--- config.mk ---
export PLATFORM = sky130hd
export DESIGN_NAME = krom_fetch
export DESIGN_NICKNAME = d
export VERILOG_FILES = /design/src/rtl/sha256_pkg.sv /design/src/rtl/krom_fetch_fifo.sv /design/src/rtl/krom_fetch.sv
export SDC_FILE = /design/constraint.sdc
export NUM_CORES = 1
export LEC_CHECK = 0
export BUFFER_PORTS_ARGS = -buffer_cell sky130_fd_sc_hd__buf_2
export CAP_MARGIN = 15
export CORE_MARGIN = 5
export CORE_UTILIZATION = 45
export DETAILED_ROUTE_END_ITERATION = 10
export HOLD_SLACK_MARGIN = 0.02
export SLEW_MARGIN = 20
export SYNTH_ARGS = -nofsm -noshare
export SYNTH_HDL_FRONTEND = slang
export SYNTH_SLANG_ARGS = --single-unit
--- constraint.sdc ---
create_clock -name clk_i -period 4 [get_ports clk_i]
set_input_delay 0.6 -clock clk_i [delete_from_list [all_inputs] [get_ports clk_i]]
set_output_delay 0.6 -clock clk_i [all_outputs]
set_load 0.05 [all_outputs]
--- src/rtl/sha256_pkg.sv ---
// ---------------------------------------------------------------------------
// sha256_pkg
//   Shared constants and types for the SHA-256 K-constant fetch path.
//   K_WORDS / K_ADDR_W / WORD_W : geometry of the K ROM macro.
//   krom_state_t                : sequencing states of krom_fetch.
//   K_FIRST / K_LAST            : golden K[0] and K[63] for quick checks.
// ---------------------------------------------------------------------------
package sha256_pkg;

    localparam int unsigned K_WORDS  = 64;
    localparam int unsigned K_ADDR_W = 6;
    localparam int unsigned WORD_W   = 32;

    localparam logic [WORD_W-1:0] K_FIRST = 32'h428a2f98;
    localparam logic [WORD_W-1:0] K_LAST  = 32'hc67178f2;

    typedef enum logic [1:0] {
        IDLE  = 2'd0,
        FETCH = 2'd1,
        DRAIN = 2'd2
    } krom_state_t;

endpackage

--- src/rtl/krom_fetch_fifo.sv ---
// ---------------------------------------------------------------------------
// krom_fetch_fifo
//   DEPTH-entry synchronous FIFO used as the prefetch buffer between the ROM
//   capture point and the K stream.
//   clk_i, rst_n_i : clock, async active-low reset
//   flush_i        : synchronous clear, wins over push/pop
//   push_i, data_i : write side
//   pop_i          : read side, head advances when not empty
//   data_o         : current head entry
//   count_o        : number of valid entries
//   empty_o        : no valid entries
// ---------------------------------------------------------------------------
module krom_fetch_fifo #(
    parameter int unsigned DEPTH = 3,
    parameter int unsigned WIDTH = 38
) (
    input  logic                           clk_i,
    input  logic                           rst_n_i,
    input  logic                           flush_i,
    input  logic                           push_i,
    input  logic [WIDTH-1:0]               data_i,
    input  logic                           pop_i,
    output logic [WIDTH-1:0]               data_o,
    output logic [$clog2(DEPTH+1)-1:0]     count_o,
    output logic                           empty_o
);

    localparam int unsigned PW = (DEPTH > 1) ? $clog2(DEPTH) : 1;
    localparam int unsigned CW = $clog2(DEPTH + 1);

    logic [WIDTH-1:0] mem_q [DEPTH];
    logic [PW-1:0]    wr_ptr_q, wr_ptr_d;
    logic [PW-1:0]    rd_ptr_q, rd_ptr_d;
    logic [CW-1:0]    count_q, count_d;
    logic             full;
    logic             do_push, do_pop;

    assign empty_o = (count_q == '0);
    assign full    = (count_q == CW'(DEPTH));
    assign do_pop  = pop_i & ~empty_o;
    // A push into a full FIFO is only legal when the head leaves in the same cycle.
    assign do_push = push_i & (~full | do_pop);

    assign data_o  = mem_q[rd_ptr_q];
    assign count_o = count_q;

    always_comb begin
        wr_ptr_d = wr_ptr_q;
        rd_ptr_d = rd_ptr_q;
        count_d  = count_q;
        if (flush_i) begin
            wr_ptr_d = '0;
            rd_ptr_d = '0;
            count_d  = '0;
        end else begin
            if (do_push) begin
                wr_ptr_d = (wr_ptr_q == PW'(DEPTH - 1)) ? '0 : wr_ptr_q + PW'(1);
            end
            if (do_pop) begin
                rd_ptr_d = (rd_ptr_q == PW'(DEPTH - 1)) ? '0 : rd_ptr_q + PW'(1);
            end
            case ({do_push, do_pop})
                2'b10:   count_d = count_q + CW'(1);
                2'b01:   count_d = count_q - CW'(1);
                default: count_d = count_q;
            endcase
        end
    end

    always_ff @(posedge clk_i or negedge rst_n_i) begin
        if (!rst_n_i) begin
            wr_ptr_q <= '0;
            rd_ptr_q <= '0;
            count_q  <= '0;
            for (int i = 0; i < DEPTH; i++) begin
                mem_q[i] <= '0;
            end
        end else begin
            wr_ptr_q <= wr_ptr_d;
            rd_ptr_q <= rd_ptr_d;
            count_q  <= count_d;
            if (do_push && !flush_i) begin
                mem_q[wr_ptr_q] <= data_i;
            end
        end
    end

endmodule

--- src/rtl/krom_fetch.sv ---
// ---------------------------------------------------------------------------
// krom_fetch
//   Read-side controller for the 64x32 K-constant ROM macro. On start it
//   reads K[0..ROUNDS-1] in order and streams them to the round engine over
//   valid/ready, with a small prefetch FIFO absorbing backpressure.
//
//   state | meaning
//   ------+-------------------------------------------------------------
//   IDLE  | no run; waits for start (abort wins over start)
//   FETCH | issuing ROM reads while credit allows
//   DRAIN | all reads issued; waits for the last handshake, then done
//
//   clk_i, rst_n_i        : system clock (also ROM clk0), async active-low reset
//   start_i, abort_i      : begin run / synchronous flush to IDLE
//   rom_cs_o, rom_addr_o  : ROM chip select and address (registered)
//   rom_dout_i            : ROM data, valid only two edges after the issue cycle
//   k_valid_o, k_ready_i  : K stream handshake
//   k_data_o, k_index_o   : K[t] and t of the FIFO head
//   busy_o, done_o        : run in progress / one-cycle completion pulse
// ---------------------------------------------------------------------------
module krom_fetch
    import sha256_pkg::*;
#(
    parameter int unsigned ROUNDS = K_WORDS,
    parameter int unsigned ADDR_W = K_ADDR_W,
    parameter int unsigned DATA_W = WORD_W,
    parameter int unsigned DEPTH  = 3
) (
    input  logic              clk_i,
    input  logic              rst_n_i,
    input  logic              start_i,
    input  logic              abort_i,
    output logic              rom_cs_o,
    output logic [ADDR_W-1:0] rom_addr_o,
    input  logic [DATA_W-1:0] rom_dout_i,
    output logic              k_valid_o,
    input  logic              k_ready_i,
    output logic [DATA_W-1:0] k_data_o,
    output logic [ADDR_W-1:0] k_index_o,
    output logic              busy_o,
    output logic              done_o
);

    // One extra bit so ROUNDS == 2**ADDR_W is reachable without wrapping.
    localparam int unsigned CNT_W = ADDR_W + 1;
    localparam int unsigned FCW   = $clog2(DEPTH + 1);
    localparam int unsigned SUM_W = FCW + 2;

    krom_state_t       state_q, state_d;
    logic [CNT_W-1:0]  issue_cnt_q, issue_cnt_d;
    logic [CNT_W-1:0]  pop_cnt_q, pop_cnt_d;
    logic              rom_cs_q, rom_cs_d;
    logic [ADDR_W-1:0] rom_addr_q, rom_addr_d;
    logic              done_q, done_d;
    logic              pend_q;
    logic [ADDR_W-1:0] pend_idx_q;

    logic [FCW-1:0]           fifo_count;
    logic                     fifo_empty;
    logic [ADDR_W+DATA_W-1:0] fifo_head;
    logic                     push, pop;
    logic [SUM_W-1:0]         inflight;
    logic                     credit_ok;

    // pend_q means the ROM sampled an address at the last edge, so rom_dout_i
    // holds that word at this edge and at no other.
    assign push = pend_q & ~abort_i;
    assign pop  = ~fifo_empty & k_ready_i;

    // Everything that will occupy the FIFO after this edge if we issue now:
    // stored words, the word landing now, the read the ROM samples now, minus
    // the word leaving now.
    assign inflight  = SUM_W'(fifo_count) + SUM_W'(pend_q) + SUM_W'(rom_cs_q) - SUM_W'(pop);
    assign credit_ok = (inflight < SUM_W'(DEPTH));

    krom_fetch_fifo #(
        .DEPTH (DEPTH),
        .WIDTH (ADDR_W + DATA_W)
    ) u_fifo (
        .clk_i   (clk_i),
        .rst_n_i (rst_n_i),
        .flush_i (abort_i),
        .push_i  (push),
        .data_i  ({pend_idx_q, rom_dout_i}),
        .pop_i   (pop),
        .data_o  (fifo_head),
        .count_o (fifo_count),
        .empty_o (fifo_empty)
    );

    always_ff @(posedge clk_i or negedge rst_n_i) begin
        if (!rst_n_i) begin
            state_q <= IDLE;
        end else begin
            state_q <= state_d;
        end
    end

    always_comb begin
        state_d = state_q;
        if (abort_i) begin
            state_d = IDLE;
        end else begin
            case (state_q)
                IDLE:    if (start_i) state_d = FETCH;
                FETCH:   if (issue_cnt_q == CNT_W'(ROUNDS)) state_d = DRAIN;
                DRAIN:   if (pop_cnt_d == CNT_W'(ROUNDS)) state_d = IDLE;
                default: state_d = IDLE;
            endcase
        end
    end

    always_comb begin
        rom_cs_d    = 1'b0;
        rom_addr_d  = rom_addr_q;
        issue_cnt_d = issue_cnt_q;
        pop_cnt_d   = pop_cnt_q + CNT_W'(pop);
        done_d      = 1'b0;
        if (!abort_i) begin
            case (state_q)
                IDLE: begin
                    // The first read goes out in the same cycle FETCH is entered.
                    if (start_i) begin
                        rom_cs_d    = 1'b1;
                        rom_addr_d  = '0;
                        issue_cnt_d = CNT_W'(1);
                        pop_cnt_d   = '0;
                    end
                end
                FETCH: begin
                    if (issue_cnt_q < CNT_W'(ROUNDS) && credit_ok) begin
                        rom_cs_d    = 1'b1;
                        rom_addr_d  = issue_cnt_q[ADDR_W-1:0];
                        issue_cnt_d = issue_cnt_q + CNT_W'(1);
                    end
                end
                DRAIN: begin
                    if (pop_cnt_d == CNT_W'(ROUNDS)) done_d = 1'b1;
                end
                default: ;
            endcase
        end
    end

    always_ff @(posedge clk_i or negedge rst_n_i) begin
        if (!rst_n_i) begin
            rom_cs_q    <= 1'b0;
            rom_addr_q  <= '0;
            issue_cnt_q <= '0;
            pop_cnt_q   <= '0;
            done_q      <= 1'b0;
            pend_q      <= 1'b0;
            pend_idx_q  <= '0;
        end else begin
            rom_cs_q    <= rom_cs_d;
            rom_addr_q  <= rom_addr_d;
            issue_cnt_q <= issue_cnt_d;
            pop_cnt_q   <= pop_cnt_d;
            done_q      <= done_d;
            pend_q      <= rom_cs_q & ~abort_i;
            if (rom_cs_q) begin
                pend_idx_q <= rom_addr_q;
            end
        end
    end

    assign rom_cs_o   = rom_cs_q;
    assign rom_addr_o = rom_addr_q;
    assign k_valid_o  = ~fifo_empty;
    // Stale FIFO contents are masked so nothing but a live word reaches the engine.
    assign k_data_o   = fifo_empty ? '0 : fifo_head[DATA_W-1:0];
    assign k_index_o  = fifo_empty ? '0 : fifo_head[ADDR_W+DATA_W-1:DATA_W];
    assign busy_o     = (state_q != IDLE);
    assign done_o     = done_q;

endmodule
==> qor.csv <==
stage,metric,value,unit
yosys,total_nets_after_synthesis,646,
yosys,top_ff_cell_synth,sky130_fd_sc_hd__dfrtp_1,
yosys,synth_area,0.007034,mm2
placement,gp_congestion,0.8090,
clock_tree,clock_tree_root_driver_cell,sky130_fd_sc_hd__clkbuf_16,
timing,sum_neg_setup_slack,0,ps
critical_path,reg2reg_slack,390,ps
yosys,yosys.area_share.xor_xnor,0.007471,
layout,antennaDiodeCount,0,
timing,timing.clock.skew,8.454,ps
timing,post-route-worst-setup-slack,392.6,ps
yosys,cell_with_the_most_instances_after_synthesis,sky130_fd_sc_hd__dfrtp_1,
clock_tree,cts_post_setup_buffers_inserted,0,
yosys,yosys.area_share.simple,0.09747,
timing,fmax,277.2,MHz
detailed_routing,finalWirelength,15.12,mm
global_route,vias_in_the_first_global_route,5004,
critical_path,worstReg2RegStart,u_fifo.count_o[0],
detailed_routing,vias,4788,
floorplan,initial_cell_density_of_the_core,0.4610,
yosys,synth.mux.area_fraction,0.2462,
timing,fin_crit_sh,0.9019,
placement,post-place-cells,870,
global_route,grt_overflow_total,0,
timing,setup_repair_after_global_routing_missed_its_margin,false,
critical_path,r2r_end,issue_cnt_q[5],
global_route,first_pass_grt_wire_length,25.59,mm
clock_tree,cts_made_buffers,17,
critical_path,crit_path_start_kind,register,
layout,final_cell_count_no_fill,902,
layout,area_occupied_by_multi_input_gates,0.003064,mm2
critical_path,cp.required,4350,ps
timing,finalCriticalPeriod,3607,ps
yosys,synthesis.instances,602,
floorplan,die-area,0.01823,mm2
yosys,synth_top_family_by_area,multiplexers,
global_route,grt_start_max_net_pins,91,
clock_tree,clkLatencyLatePin,420,ps
floorplan,fp.dieH,135.0,um
floorplan,die_x,135.0,um
yosys,synth.area.top_cells,"sky130_fd_sc_hd__dfrtp_1 (54%), sky130_fd_sc_hd__mux2_2 (19%), sky130_fd_sc_hd__mux2i_1 (5.4%)",
placement,portBuffers,84,
timing,fin_hold_ws,237.1,ps
layout,design.final.nets,722,
floorplan,core,0.01526,mm2
yosys,synthDistinctLibCells,50,
layout,ff_latch_area,0.003780,mm2
global_route,antenna_found_initial,0,
critical_path,cp-end-kind,register,
placement,pre_cts_slack,258.6,ps
critical_path,reg2reg_depth,9,
critical_path,critical-path-top-delay-family,simple AND/OR/NAND/NOR gates,
yosys,post-synth-top-area-cell,sky130_fd_sc_hd__dfrtp_1,
detailed_routing,ant_nets,0,
yosys,yosys.area_share.adder,0.01459,
clock_tree,cts_hold_buffers,0,
clock_tree,htreeDepth,4,
clock_tree,cts_tree,yes,
pwr,pnr_total_power,4.472,mW
yosys,portion_of_synthesized_cell_area_occupied_by_the_leading_cell_type,0.5372,
critical_path,critPathMaxFanout,14,
critical_path,timing.critical_path.cells,"o21ai_0, nor2_1, nor2_1, fa_1, fa_1, xor2_1, a2111o_1, or4_1, a21oi_1",
critical_path,arrival,3960,ps
clock_tree,max-clock-path-buffers,2,
placement,dp_hpwl,9.350,mm
yosys,ys.warnings.count,0,
timing,finalSetupViolations,0,
timing,timing.max_slew.rel_slack,0.2965,
layout,area.growth.synth_to_final,18.36,%
timing,timing_worst_slew_pin_value,1053,ps
pwr,irDropWorstVdd,0.2707,mV
run,max_cap_violations,0,
floorplan,placementRows,45,
clock_tree,ctsResizeCount,0,
timing,timing.final.max_slew_violations,0,
yosys,sequential_cell_area_fraction_in_the_yosys_report,0.5372,
yosys,yosys_register_bits,151,
detailed_routing,drtIter0Drc,266,
pwr,p_per_area,537.1,mW/mm2
critical_path,timing.critical_path.slowest_cell_delay,590,ps
yosys,post_synth_top_cells,"sky130_fd_sc_hd__dfrtp_1 (151), sky130_fd_sc_hd__mux2_2 (120), sky130_fd_sc_hd__nor2_1 (95), sky130_fd_sc_hd__a21oi_1 (46), sky130_fd_sc_hd__mux2i_1 (38)",
clock_tree,clk_transition_reported_paths,60,ps
detailed_routing,routedWlPerCell,16.76,um
layout,filler_cell_count,1331,
critical_path,critical_path.slowest_cell,sky130_fd_sc_hd__a2111o_1,
critical_path,worst-path-buf-inv,0,
critical_path,path_class,reg2reg,
yosys,post_synth.cell_area_avg,11.68,um2
detailed_routing,drt_pass1_iterations,4,
detailed_routing,routed_via_density,5.308,
clock_tree,clock_tree_sinks,151,
yosys,synth-async-reset-ratio,1.000,
floorplan,io_pins,85,
timing,number_of_hold_violations_in_the_final_report,0,
global_route,groute.usage.overall,0.1769,
yosys,area_fraction_in_compound_gates_after_synthesis,0.06599,
layout,drive_gt1_frac,0.3705,
yosys,number_of_enable_flip_flop_cells_after_synthesis,0,
detailed_routing,drc,0,
status,status,completed,
worst_hold_path,holdCritPathClass,in2async,
pwr,leakagePower,4.052,nW
-- power by group --
part | internal, mW | leakage (nW) | switching [mW]
combinational | 0.352 | 1.71 | 0.393
sequential | 1.79 | 2.01 | 0.148
clock | 1.19 | 0.330 | 0.603
-- final cells by class --
cell class,count,area share
flip-flops and latches,151,0.4540
multi-input cells,402,0.3680
repair buffers,95,0.06117
clock buffers,24,0.06026
well taps,211,0.03171
clock inverters,8,0.01984
inverters,11,0.004959
-- cells in the final DEF (no fill, tap or decap), types with 4 or more instances in the layout --
master                      Yosys  final
sky130_fd_sc_hd__dfrtp_1      151    150
sky130_fd_sc_hd__a21oi_1       46     46
sky130_fd_sc_hd__bufinv_16      0      5
sky130_fd_sc_hd__mux2i_1       38     38
sky130_fd_sc_hd__a21o_1         4      4
sky130_fd_sc_hd__ha_1           5      5
sky130_fd_sc_hd__nand3_1       10     10
sky130_fd_sc_hd__mux2_2       120    120
sky130_fd_sc_hd__inv_1         11     11
sky130_fd_sc_hd__clkbuf_16      0     17
sky130_fd_sc_hd__xor2_1         4      4
sky130_fd_sc_hd__nor2_1        95     94
sky130_fd_sc_hd__nand2_1       17     17
sky130_fd_sc_hd__buf_4          2     11
sky130_fd_sc_hd__clkbuf_8       0      5
sky130_fd_sc_hd__o21ai_0       10     10
sky130_fd_sc_hd__buf_2          4     83
-- worst register-to-register path, stage by stage (launching register included) --
cell	delay (ps)
sky130_fd_sc_hd__dfrtp_1	560
sky130_fd_sc_hd__o21ai_0	260
sky130_fd_sc_hd__nor2_1	330
sky130_fd_sc_hd__nor2_1	110
sky130_fd_sc_hd__fa_1	420
sky130_fd_sc_hd__fa_1	390
sky130_fd_sc_hd__xor2_1	160
sky130_fd_sc_hd__a2111o_1	590
sky130_fd_sc_hd__or4_1	570
sky130_fd_sc_hd__a21oi_1	150
-- worst max path at each step --
stage	cells past startpoint	slack, ps	to	startpoint
floorplan	10	740	issue_cnt_q[5]	k_ready_i
detailed placement	10	260	issue_cnt_q[5]	k_ready_i
global placement	10	410	issue_cnt_q[5]	k_ready_i
CTS	9	410	issue_cnt_q[5]	u_fifo.count_o[0]
global route	9	190	issue_cnt_q[5]	u_fifo.count_o[0]
finish	9	390	issue_cnt_q[5]	u_fifo.count_o[0]
-- registers in the layout, indices dropped and copies added (netlist names) --
name,flops
pop_cnt_q,7
u_fifo.count_o,2
u_fifo.mem_q,114
pend_q,1
done_o,1
pend_idx_q,6
rom_addr_o,6
u_fifo.rd_ptr_q,2
u_fifo.wr_ptr_q,2
state_q,2
issue_cnt_q,7
rom_cs_o,1
-- layer usage --
layer	share of wire	global-route usage	vias to the layer above
li1	-	-	2254
met2	0.49	0.2968	69
met1	0.46	0.2273	2451
met4	0.014	0.06551	0
met5	0	0	-
met3	0.036	0.03651	14
-- stage by stage --
stage	util	instance area (um2)
finish	0.5456	8325
floorplan	-	7034
global route	0.5456	8325
detailed placement	0.5019	7659
global placement	0.5019	7659
CTS	0.5456	8325
-- cells by family (layout without fill, tap and decap cells) --
logic type	count (synthesis)	in the layout
AND/OR/NAND/NOR	152	152
multiplexers	158	158
buffers and inverters	49	138
adder cells (fa/ha/maj)	7	7
AO/OA/AOI/OAI	79	79
XOR/XNOR	6	6
flip-flops	151	151
(Power assumes the default switching activity.)
